==> config.mk <==
export PLATFORM = sky130hd
export DESIGN_NAME = multiplicador_flat
export DESIGN_NICKNAME = d
export VERILOG_FILES = /design/src/rtl/multiplicador_if.sv /design/src/rtl/multiplicador.sv /design/src/flat_wrapper.sv
export SDC_FILE = /design/constraint.sdc
export NUM_CORES = 1
export LEC_CHECK = 0
export ABC_CLOCK_PERIOD_IN_PS = 4300
export CORE_MARGIN = 4
export CORE_UTILIZATION = 59
export CTS_BUF_LIST = sky130_fd_sc_hd__clkbuf_4
export DETAILED_ROUTE_END_ITERATION = 10
export DONT_BUFFER_PORTS = 1
export GPL_ROUTABILITY_DRIVEN = 1
export PLACE_DENSITY = 0.79
export SYNTH_ARGS = -nofsm -noshare
export SYNTH_HDL_FRONTEND = slang
export SYNTH_SLANG_ARGS = --single-unit
==> constraint.sdc <==
create_clock -name clk -period 4.3 [get_ports clk]
set_input_delay 0.86 -clock clk [delete_from_list [all_inputs] [get_ports clk]]
set_output_delay 0.86 -clock clk [all_outputs]
set_load 0.005 [all_outputs]
==> src/rtl/multiplicador_if.sv <==
// -----------------------------------------------------------------------------
// multiplicador_if
//   Bundles the multiplier's operand/handshake/result signals so that the core
//   (master) and the multiplier (slave) connect through a single port.
//
//   Signals:
//     MD_in   [WIDTH-1:0]    multiplicand operand        (master -> slave)
//     MR_in   [WIDTH-1:0]    multiplier operand          (master -> slave)
//     init                   start request               (master -> slave)
//     busy                   operation in progress       (slave -> master)
//     ready                  result valid, held          (slave -> master)
//     result  [2*WIDTH-1:0]  full-width product          (slave -> master)
// -----------------------------------------------------------------------------
interface multiplicador_if #(
  parameter int WIDTH = 32
) ();

  logic [WIDTH-1:0]   MD_in;
  logic [WIDTH-1:0]   MR_in;
  logic               init;
  logic               busy;
  logic               ready;
  logic [2*WIDTH-1:0] result;

  // Requesting side: the core issuing the multiply.
  modport master (
    output MD_in,
    output MR_in,
    output init,
    input  busy,
    input  ready,
    input  result
  );

  // Serving side: the multiplier itself.
  modport slave (
    input  MD_in,
    input  MR_in,
    input  init,
    output busy,
    output ready,
    output result
  );

endinterface

==> src/rtl/multiplicador.sv <==
// -----------------------------------------------------------------------------
// multiplicador
//   Sequential shift-and-add multiplier, companion to the iterative restoring
//   divider. It uses the same init/ready handshake so the RV32I core can issue
//   a multiply exactly as it issues a divide. One multiplier bit is consumed
//   every two clocks (an ADD cycle followed by a SHIFT cycle), so a product is
//   available 2*WIDTH+1 clocks after the accepting edge.
//
//   Ports:
//     clk     clock, all state updates on the rising edge
//     reset   synchronous, active-high reset
//     bus     multiplicador_if.slave:
//               MD_in, MR_in  operands, captured only when init is accepted
//               init          start request, only looked at while idle
//               busy          high from the load edge until the done edge
//               ready         result valid, held until the next accepted init
//               result        2*WIDTH product (low half = MUL, high half =
//                             MULHU, or MULH when signed mode is built)
//
//   Build option:
//     MUL_SIGNED_EN  when defined, operands are two's complement. Magnitudes
//                    are multiplied and the product is negated at the end if
//                    the operand signs differ. When undefined the block is
//                    unsigned only and carries no sign logic.
// -----------------------------------------------------------------------------
module multiplicador #(
  parameter int WIDTH = 32
) (
  input logic            clk,
  input logic            reset,
  multiplicador_if.slave bus
);

  localparam int CW = $clog2(WIDTH) + 1;

  localparam logic [1:0] S_IDLE  = 2'd0;
  localparam logic [1:0] S_ADD   = 2'd1;
  localparam logic [1:0] S_SHIFT = 2'd2;
  localparam logic [1:0] S_DONE  = 2'd3;

  logic [1:0]         state_q,  state_d;
  logic [WIDTH-1:0]   md_q,     md_d;
  logic [WIDTH:0]     acc_q,    acc_d;
  logic [WIDTH-1:0]   mr_q,     mr_d;
  logic [CW-1:0]      count_q,  count_d;
  logic               busy_q,   busy_d;
  logic               ready_q,  ready_d;
  logic [2*WIDTH-1:0] result_q, result_d;
`ifdef MUL_SIGNED_EN
  logic               neg_q,    neg_d;
`endif

  logic [WIDTH-1:0]   loadMd;
  logic [WIDTH-1:0]   loadMr;
  logic [2*WIDTH-1:0] product;

  // Operand values to latch at load time. In signed mode the datapath only
  // ever sees magnitudes; the most negative input maps onto 2^(WIDTH-1),
  // which is its correct unsigned magnitude.
`ifdef MUL_SIGNED_EN
  always_comb begin
    loadMd = bus.MD_in[WIDTH-1] ? -bus.MD_in : bus.MD_in;
    loadMr = bus.MR_in[WIDTH-1] ? -bus.MR_in : bus.MR_in;
  end
`else
  always_comb begin
    loadMd = bus.MD_in;
    loadMr = bus.MR_in;
  end
`endif

  // The final product sits in the low WIDTH bits of the accumulator (high
  // half) and in the multiplier register (low half), because the low product
  // bits have been shifted into MR one per SHIFT cycle.
  assign product = {acc_q[WIDTH-1:0], mr_q};

  // Next-state logic for the whole datapath. Every register holds its value
  // unless the current state explicitly updates it, so an idle unit keeps
  // ready and result stable until the next accepted init.
  always_comb begin
    state_d  = state_q;
    md_d     = md_q;
    acc_d    = acc_q;
    mr_d     = mr_q;
    count_d  = count_q;
    busy_d   = busy_q;
    ready_d  = ready_q;
    result_d = result_q;
`ifdef MUL_SIGNED_EN
    neg_d    = neg_q;
`endif

    case (state_q)
      S_IDLE: begin
        if (bus.init) begin
          md_d    = loadMd;
          mr_d    = loadMr;
          acc_d   = '0;
          count_d = CW'(WIDTH);
          busy_d  = 1'b1;
          ready_d = 1'b0;
`ifdef MUL_SIGNED_EN
          neg_d   = bus.MD_in[WIDTH-1] ^ bus.MR_in[WIDTH-1];
`endif
          state_d = S_ADD;
        end
      end

      S_ADD: begin
        // The extra accumulator bit catches the carry so it can be shifted
        // down into the product on the following SHIFT cycle.
        if (mr_q[0]) begin
          acc_d = {1'b0, acc_q[WIDTH-1:0]} + {1'b0, md_q};
        end
        state_d = S_SHIFT;
      end

      S_SHIFT: begin
        acc_d   = {1'b0, acc_q[WIDTH:1]};
        mr_d    = {acc_q[0], mr_q[WIDTH-1:1]};
        count_d = count_q - CW'(1);
        state_d = (count_d == '0) ? S_DONE : S_ADD;
      end

      S_DONE: begin
`ifdef MUL_SIGNED_EN
        result_d = neg_q ? -product : product;
`else
        result_d = product;
`endif
        ready_d = 1'b1;
        busy_d  = 1'b0;
        state_d = S_IDLE;
      end

      default: begin
        state_d = S_IDLE;
      end
    endcase
  end

  // State registers. Reset wins over everything, including an operation in
  // flight, and clears the result so no partial product is ever visible.
  always_ff @(posedge clk) begin
    if (reset) begin
      state_q  <= S_IDLE;
      md_q     <= '0;
      acc_q    <= '0;
      mr_q     <= '0;
      count_q  <= '0;
      busy_q   <= 1'b0;
      ready_q  <= 1'b0;
      result_q <= '0;
`ifdef MUL_SIGNED_EN
      neg_q    <= 1'b0;
`endif
    end else begin
      state_q  <= state_d;
      md_q     <= md_d;
      acc_q    <= acc_d;
      mr_q     <= mr_d;
      count_q  <= count_d;
      busy_q   <= busy_d;
      ready_q  <= ready_d;
      result_q <= result_d;
`ifdef MUL_SIGNED_EN
      neg_q    <= neg_d;
`endif
    end
  end

  assign bus.busy   = busy_q;
  assign bus.ready  = ready_q;
  assign bus.result = result_q;

endmodule

==> src/flat_wrapper.sv <==
// flat-port wrapper written by rule: the top's interface ports become plain ports
module multiplicador_flat 
#(
  parameter int WIDTH = 32
)
  (clk, reset, bus_MD_in, bus_MR_in, bus_init, bus_busy, bus_ready, bus_result);
  multiplicador_if #(.WIDTH(WIDTH)) bus_i ();
  input logic clk;
  input logic reset;
  input wire logic [$bits(bus_i.MD_in)-1:0] bus_MD_in;
  input wire logic [$bits(bus_i.MR_in)-1:0] bus_MR_in;
  input wire logic [$bits(bus_i.init)-1:0] bus_init;
  output wire logic [$bits(bus_i.busy)-1:0] bus_busy;
  output wire logic [$bits(bus_i.ready)-1:0] bus_ready;
  output wire logic [$bits(bus_i.result)-1:0] bus_result;
  assign bus_i.MD_in = bus_MD_in;
  assign bus_i.MR_in = bus_MR_in;
  assign bus_i.init = bus_init;
  assign bus_busy = bus_i.busy;
  assign bus_ready = bus_i.ready;
  assign bus_result = bus_i.result;
  multiplicador #(.WIDTH(WIDTH)) u_core (.clk(clk), .reset(reset), .bus(bus_i));
endmodule
==> metrics.csv, run 1 <==
stage,metric,value,unit
pwr,Power Dens Cells,378,mW/mm^2
worst_setup_path,Crit Reg-Reg Startpoint,u_core.state_q[1],
worst_setup_path,critical path's largest stage delay,0.46,ns
finish,Area Overhead vs Synth,3.92,%
clocking,CTS H-tree depth,4,
pwr,P_leak,3.26,nW
yosys,#FFs+latches synth,171,
sta,Sum Neg Setup Slack,0,ns
global_routing,largest net degree at the start of global routing,174,
finish,nets,1030,
clocking,CTS tree,yes,
clocking,hold_buf cts,0,
global_routing,initial antenna violation count,1,
clocking,clock latency on the worst-skew pair,0.58,ns
global_routing,Tot GR Track Use,0.227,
place,RD Place Congestion,0.918,
global_routing,vias in the first global route,6205,
worst_setup_path,Worst R2R End,u_core.acc_q[28],
worst_setup_path,crit path max fanout,17,
worst_hold_path,Worst Hold Depth,1,
die,Rows,43,
detailed_routing,number of vias in the routed layout,6669,
place,IO Port Bufs,0,
worst_setup_path,CP startpoint,u_core.state_q[1],
sta,Max Slew Vio Count,0,
global_routing,global-route met2 utilization,0.352,
worst_hold_path,Min-Delay Startpoint,reset,
worst_setup_path,required time of the critical path,4.83,ns
sta,Slew headroom,0.235,
sta,final setup fails,0,
clocking,Bufs on Longest Clock Path,2,
worst_hold_path,HP Class,in -> reg,
yosys,Synth Warn #,0,
detailed_routing,Initial DRT Pass Iterations,6,
clocking,post-cts resize count,0,
yosys,Synth cell types,57,
global_routing,GRT busiest layer,met2,
detailed_routing,Routed Wire Length,18.3,mm
yosys,Gate Count Post-Synth,961,
clocking,clk sink count,171,
finish,share of layout cells above drive strength 1,0.0544,
global_routing,GR Layer Usage met1,0.309,
clocking,cts bufs inserted,17,
yosys,"EDFF count, synth",0,
worst_setup_path,Setup CP Type,reg -> reg,
die,Die Y,127,microns
sta,Tcrit/Tclk final,0.726,
sta,Worst-Margin Slew,1.14,ns
yosys,sequential fraction of the synthesis area,0.411,
detailed_routing,DR iter-0 viols,559,
sta,RSZ-0062 raised after global routing,false,
detailed_routing,DRC,0,
clocking,postcts setup bufs,0,
die,die width,127,microns
sta,Period minus WS final,3.12,ns
yosys,Syn Area/Cell,8.66,sq um
worst_setup_path,worst-path cell chain,"inv_1, ha_1, nand2_1, o21ai_1, and2_1, and3_1, nand2b_1, nor4_1, a311oi_1, nand3_1",
worst_setup_path,crit-path leading delay family,simple AND/OR/NAND/NOR gates,
detailed_routing,via/cell ratio,5.97,
pwr,Max rail drop VDD,0.202,mV
yosys,Async SR Flop Fraction,0,
sta,clk_skew,0.0199,ns
worst_hold_path,WHS Endpoint,u_core.md_q[16],
clocking,"CTS clk-pin slew, worst paths",0.15,ns
global_routing,first-pass GRT wire length,30.2,mm
clocking,CTS Root Cell,clkbuf_4,
global_routing,grt met3 use,0.0594,
detailed_routing,Detail Route Antenna Nets,0,
place,DP Wirelength,12.5,mm
die,I/O pin cnt,133,
yosys,Mapped Area,0.00832,sq mm
worst_setup_path,R2R setup slack,1.18,ns
yosys,Synth Net Count,1067,
sta,Fin. Hold Viols,0,
finish,Final Cell Area,0.00865,sq mm
worst_setup_path,Crit path arrival time,3.65,ns
die,DIE AREA,0.0161,sq mm
detailed_routing,drt wl/cell,16.4,microns
worst_setup_path,slowest CP cell,nand2b_1,
run_status,status,"complete, no violations",
job,Max Cap Viol,0,
worst_setup_path,Startpoint Class,register,
worst_setup_path,Worst Path Buf+Inv,1,
worst_setup_path,worst-case reg-to-reg path depth,10,
yosys,"Top FF cell, synth",dfxtp_1,
place,DP Area,0.00837,sq mm
worst_setup_path,Worst setup EP type,register,
global_routing,gr ovfl total,0,
die,Initial Util,0.602,
sta,Max Freq,0.320,GHz
die,core region area,0.0138,sq mm
-- sequential cells by signal (all words and copies together) (netlist names) --
name / count
u_core.bus.ready: 1
u_core.count_q: 6
u_core.mr_q: 32
u_core.bus.result: 64
u_core.bus.busy: 1
u_core.acc_q: 33
u_core.state_q: 2
u_core.md_q: 32
-- worst max-delay path by stage --
stage	to	slack, ns	cells after the start
2_1_floorplan	u_core.acc_q[32]	1.81	10
3_3_place_gp	u_core.acc_q[28]	1.34	7
3_5_place_dp	u_core.acc_q[28]	1.21	10
4_1_cts	u_core.acc_q[28]	1.20	10
5_1_grt	u_core.acc_q[28]	0.89	10
6_report	u_core.acc_q[28]	1.18	10
-- final cells by class --
class	count	area [sq um]
Fill cell	1246	5180
Multi-Input combinational cell	716	4630
Sequential cell	171	3420
Tap cell	180	225
Clock inverter	14	138
Clock buffer	18	135
Timing Repair Buffer	6	45.0
Inverter	12	45.0
Antenna cell	1	2.50
-- per-layer routing --
metal  vias to the layer above  share of wire
met4                         0          0.019
met3                        30          0.058
li1                       3360              -
met5                         -              0
met2                       174           0.46
met1                      3105           0.46
-- where the power goes --
group	total [mW]	switching, mW	internal [mW]
combinational	0.587	0.378	0.208
clock	0.897	0.592	0.305
sequential	1.79	0.0875	1.70
-- layout by cell type (no fill, tap or decap), types with 6 or more instances in the layout --
cell,synthesis,final
a211oi_1,35,35
o21ai_0,13,13
a31oi_1,11,11
ha_1,38,36
a21o_1,17,17
nor2_1,139,138
o211ai_1,6,6
inv_1,12,12
buf_4,0,6
clkbuf_4,0,18
o21bai_1,6,6
nand2_1,98,98
a22oi_1,12,12
o22ai_1,15,15
nand3_1,24,24
and3_1,19,19
xnor2_1,13,13
dfxtp_1,171,171
xor2_1,12,12
a21oi_1,85,85
nor3_1,10,10
mux2i_1,98,98
-- logic make-up after synthesis --
logic type,share of synthesized area
XOR/XNOR,0.0263
AND/OR/NAND/NOR,0.166
buffers and inverters,0.0344
flip-flops,0.411
adder cells (fa/ha/maj),0.0595
AO/OA/AOI/OAI,0.184
multiplexers,0.118
-- synth_stat cells (6+ instances only) --
cell	count	area share
a211oi_1	35	0.032
a21o_1	17	0.015
a21oi_1	85	0.051
a22oi_1	12	0.011
a31oi_1	11	0.0083
and3_1	19	0.014
buf_1	11	0.0050
buf_2	7	0.0042
clkbuf_1	44	0.020
dfxtp_1	171	0.41
ha_1	38	0.057
inv_1	12	0.0054
mux2i_1	98	0.12
nand2_1	98	0.044
nand3_1	24	0.014
nor2_1	139	0.063
nor3_1	10	0.0060
o211ai_1	6	0.0054
o21ai_0	13	0.0078
o21bai_1	6	0.0054
o22ai_1	15	0.011
xnor2_1	13	0.014
xor2_1	12	0.013
-- stage by stage --
step / hold slack, ns / setup slack [ns] / total power [mW] / utilization / std cells
4_1_cts: 0.295 / 1.20 / 3.30 / 0.625 / 1117
3_3_place_gp: 0.442 / 1.34 / 2.40 / 0.606 / 1085
3_5_place_dp: 0.446 / 1.21 / 2.41 / 0.606 / 1085
2_1_floorplan: 0.440 / 1.81 / 2.30 / - / 961
5_1_grt: 0.286 / 0.888 / 3.45 / 0.625 / 1118
6_report: 0.337 / 1.18 / 3.27 / 0.625 / 1118
Note: power is estimated with default switching activity, not from simulation.
==> inputs of run 2 (changes only) <==
--- a/config.mk
+++ b/config.mk
@@ -5,14 +5,14 @@
 export SDC_FILE = /design/constraint.sdc
 export NUM_CORES = 1
 export LEC_CHECK = 0
-export ABC_CLOCK_PERIOD_IN_PS = 4300
+export ABC_CLOCK_PERIOD_IN_PS = 2600
 export CORE_MARGIN = 4
 export CORE_UTILIZATION = 59
 export CTS_BUF_LIST = sky130_fd_sc_hd__clkbuf_4
 export DETAILED_ROUTE_END_ITERATION = 10
 export DONT_BUFFER_PORTS = 1
 export GPL_ROUTABILITY_DRIVEN = 1
-export PLACE_DENSITY = 0.79
+export PLACE_DENSITY = 0.82
 export SYNTH_ARGS = -nofsm -noshare
 export SYNTH_HDL_FRONTEND = slang
 export SYNTH_SLANG_ARGS = --single-unit
==> constraint.sdc (replaced) <==
create_clock -name clk -period 2.6 [get_ports clk]
set_input_delay 0.52 -clock clk [delete_from_list [all_inputs] [get_ports clk]]
set_output_delay 0.52 -clock clk [all_outputs]
set_load 0.005 [all_outputs]
==> run 2 against run 1 <==
Final cell count grew 4.2%. Routed wire length grew 15%. Flip-flop and latch count is the same. Utilization grew 3.7 points. Register-to-register slack lost 1.1 ns. Critical endpoint is now u_core.acc_q[26].
==> metrics.csv, run 2 (synthesis gave the netlist of run 1 again) <==
stage,metric,value,unit
worst_hold_path,HP Class,in -> reg,
global_routing,initial antenna violation count,1,
place,DP Wirelength,13.1,mm
finish,Area Overhead vs Synth,10.1,%
pwr,total chip power,5.75,mW
die,die width,127,microns
sta,Period minus WS final,2.53,ns
worst_setup_path,required time of the critical path,3.06,ns
run_status,status,"complete, no violations",
clocking,CTS H-tree depth,4,
finish,share of layout cells above drive strength 1,0.0823,
clocking,CTS Root Cell,clkbuf_4,
worst_setup_path,Crit path arrival time,2.99,ns
detailed_routing,Detail Route Antenna Nets,0,
sta,final setup fails,0,
detailed_routing,drt wl/cell,18.0,microns
detailed_routing,Routed Wire Length,21.0,mm
detailed_routing,DR iter-0 viols,511,
die,core region area,0.0138,sq mm
detailed_routing,DRC,0,
place,IO Port Bufs,0,
clocking,Bufs on Longest Clock Path,2,
global_routing,largest net degree at the start of global routing,93,
clocking,clock latency on the worst-skew pair,0.57,ns
sta,Tcrit/Tclk final,0.974,
finish,nets,1077,
worst_setup_path,Setup CP Type,reg -> reg,
finish,Final Cell Area,0.00916,sq mm
detailed_routing,Initial DRT Pass Iterations,7,
global_routing,vias in the first global route,6713,
sta,Worst-Margin Slew,0.738,ns
die,I/O pin cnt,133,
global_routing,gr ovfl total,0,
job,Max Cap Viol,0,
sta,Max Slew Vio Count,0,
pwr,P_leak,3.53,nW
detailed_routing,number of vias in the routed layout,7061,
finish,Filler Cell Count,1120,
worst_setup_path,Crit Reg-Reg Startpoint,u_core.acc_q[0],
sta,Max Freq,0.395,GHz
sta,clk_skew,0.0206,ns
die,Die Y,127,microns
finish,"most common cell after layout, fill and taps aside",dfxtp_1,
pwr,Max rail drop VDD,0.428,mV
place,DP Area,0.00856,sq mm
worst_setup_path,worst-case reg-to-reg path depth,10,
worst_setup_path,slowest CP cell,fa_2,
clocking,"CTS clk-pin slew, worst paths",0.14,ns
clocking,cts bufs inserted,17,
worst_setup_path,Worst setup EP type,register,
global_routing,Tot GR Track Use,0.252,
sta,RSZ-0062 raised after global routing,true,
sta,Sum Neg Setup Slack,0,ns
finish,"commonest cells after routing, fill and taps aside","169 x dfxtp_1, 138 x nor2_1, 98 x mux2i_1, 98 x nand2_1, 85 x a21oi_1",
global_routing,first-pass GRT wire length,33.1,mm
worst_setup_path,Worst R2R End,u_core.acc_q[26],
finish,max reg flops,64,
die,Initial Util,0.602,
worst_setup_path,CP startpoint,u_core.acc_q[0],
detailed_routing,via/cell ratio,6.06,
die,DIE AREA,0.0161,sq mm
worst_setup_path,crit path max fanout,3,
worst_hold_path,Worst Hold Depth,1,
place,RD Place Congestion,0.929,
sta,Slew headroom,0.508,
clocking,CTS tree,yes,
worst_setup_path,critical path's largest stage delay,0.36,ns
die,Rows,43,
worst_setup_path,CP endpoint,u_core.acc_q[26],
sta,Fin. Hold Viols,0,
worst_setup_path,R2R setup slack,0.07,ns
pwr,Power Dens Cells,627,mW/mm^2
finish,fin util,0.663,
worst_setup_path,Startpoint Class,register,
clocking,clk sink count,171,
worst_setup_path,worst-path cell chain,"ha_2, fa_2, a21o_1, a22oi_2, o31a_1, a311oi_2, a211o_1, a21oi_1, xor2_1, o22ai_1",
## run 2: final cells by class
class                      instances  area (sq um)  area share
antenna                            1          2.50    0.000273
clock buffer                      17           128      0.0139
clock inverter                    15           174      0.0190
inverter                          12          45.0     0.00492
multi-input combinational        716          4660       0.508
sequential                       171          3430       0.374
tap                              180           225      0.0246
timing repair buffer              53           505      0.0552
## run 2: stage by stage
step | worst slack, ns | cells | hold WS, ns
2_1_floorplan | 0.115 | 961 | 0.440
3_3_place_gp | 0.0419 | 1106 | 0.442
3_5_place_dp | -0.0327 | 1106 | 0.447
4_1_cts | 0.0211 | 1147 | 0.000306
5_1_grt | -0.0544 | 1165 | -0.0178
6_report | 0.0688 | 1165 | 0.0295
## run 2: how the worst min path moves through the flow
stage | startpoint | endpoint
6_report | reset | u_core.md_q[0]
5_1_grt | reset | u_core.bus.result[12]
4_1_cts | reset | u_core.acc_q[12]
3_5_place_dp | u_core.md_q[6] | u_core.md_q[6]
3_3_place_gp | u_core.md_q[16] | u_core.md_q[16]
2_1_floorplan | u_core.md_q[0] | u_core.md_q[0]
## run 2: worst max-delay path, delay by kind of cell, from the launching register on
kind / cells / cell delay [ns]
flip-flops: 1 / 0.35
AO/OA/AOI/OAI: 7 / 1.37
XOR/XNOR: 1 / 0.17
adder cells (fa/ha/maj): 2 / 0.56
## run 2: report_power, final
| group | total (mW) | switching (mW) | internal (mW) |
|---|---|---|---|
| sequential | 2.97 | 0.153 | 2.81 |
| combinational | 1.16 | 0.714 | 0.443 |
| clock | 1.62 | 0.955 | 0.669 |
| total | 5.75 | 1.82 | 3.92 |
## run 2: per-layer routing
metal / vias up / GRT usage / share of wire
met3: 31 / 0.0577 / 0.075
met5: - / 0 / 0
met2: 241 / 0.417 / 0.48
met4: 0 / 0.0826 / 0.020
li1: 3452 / - / -
met1: 3337 / 0.326 / 0.42
## run 2: repair_timing
| action | CTS | global route |
|---|---|---|
| endpoints found under the hold margin | 44 | 42 |
| setup buffers | 0 | 1 |
| endpoints found under the setup margin | 3 | 10 |
| hold buffers | 9 | 16 |
| pin swaps | 2 | 5 |
| gates cloned | 0 | 0 |
| gates resized for setup | 2 | 9 |
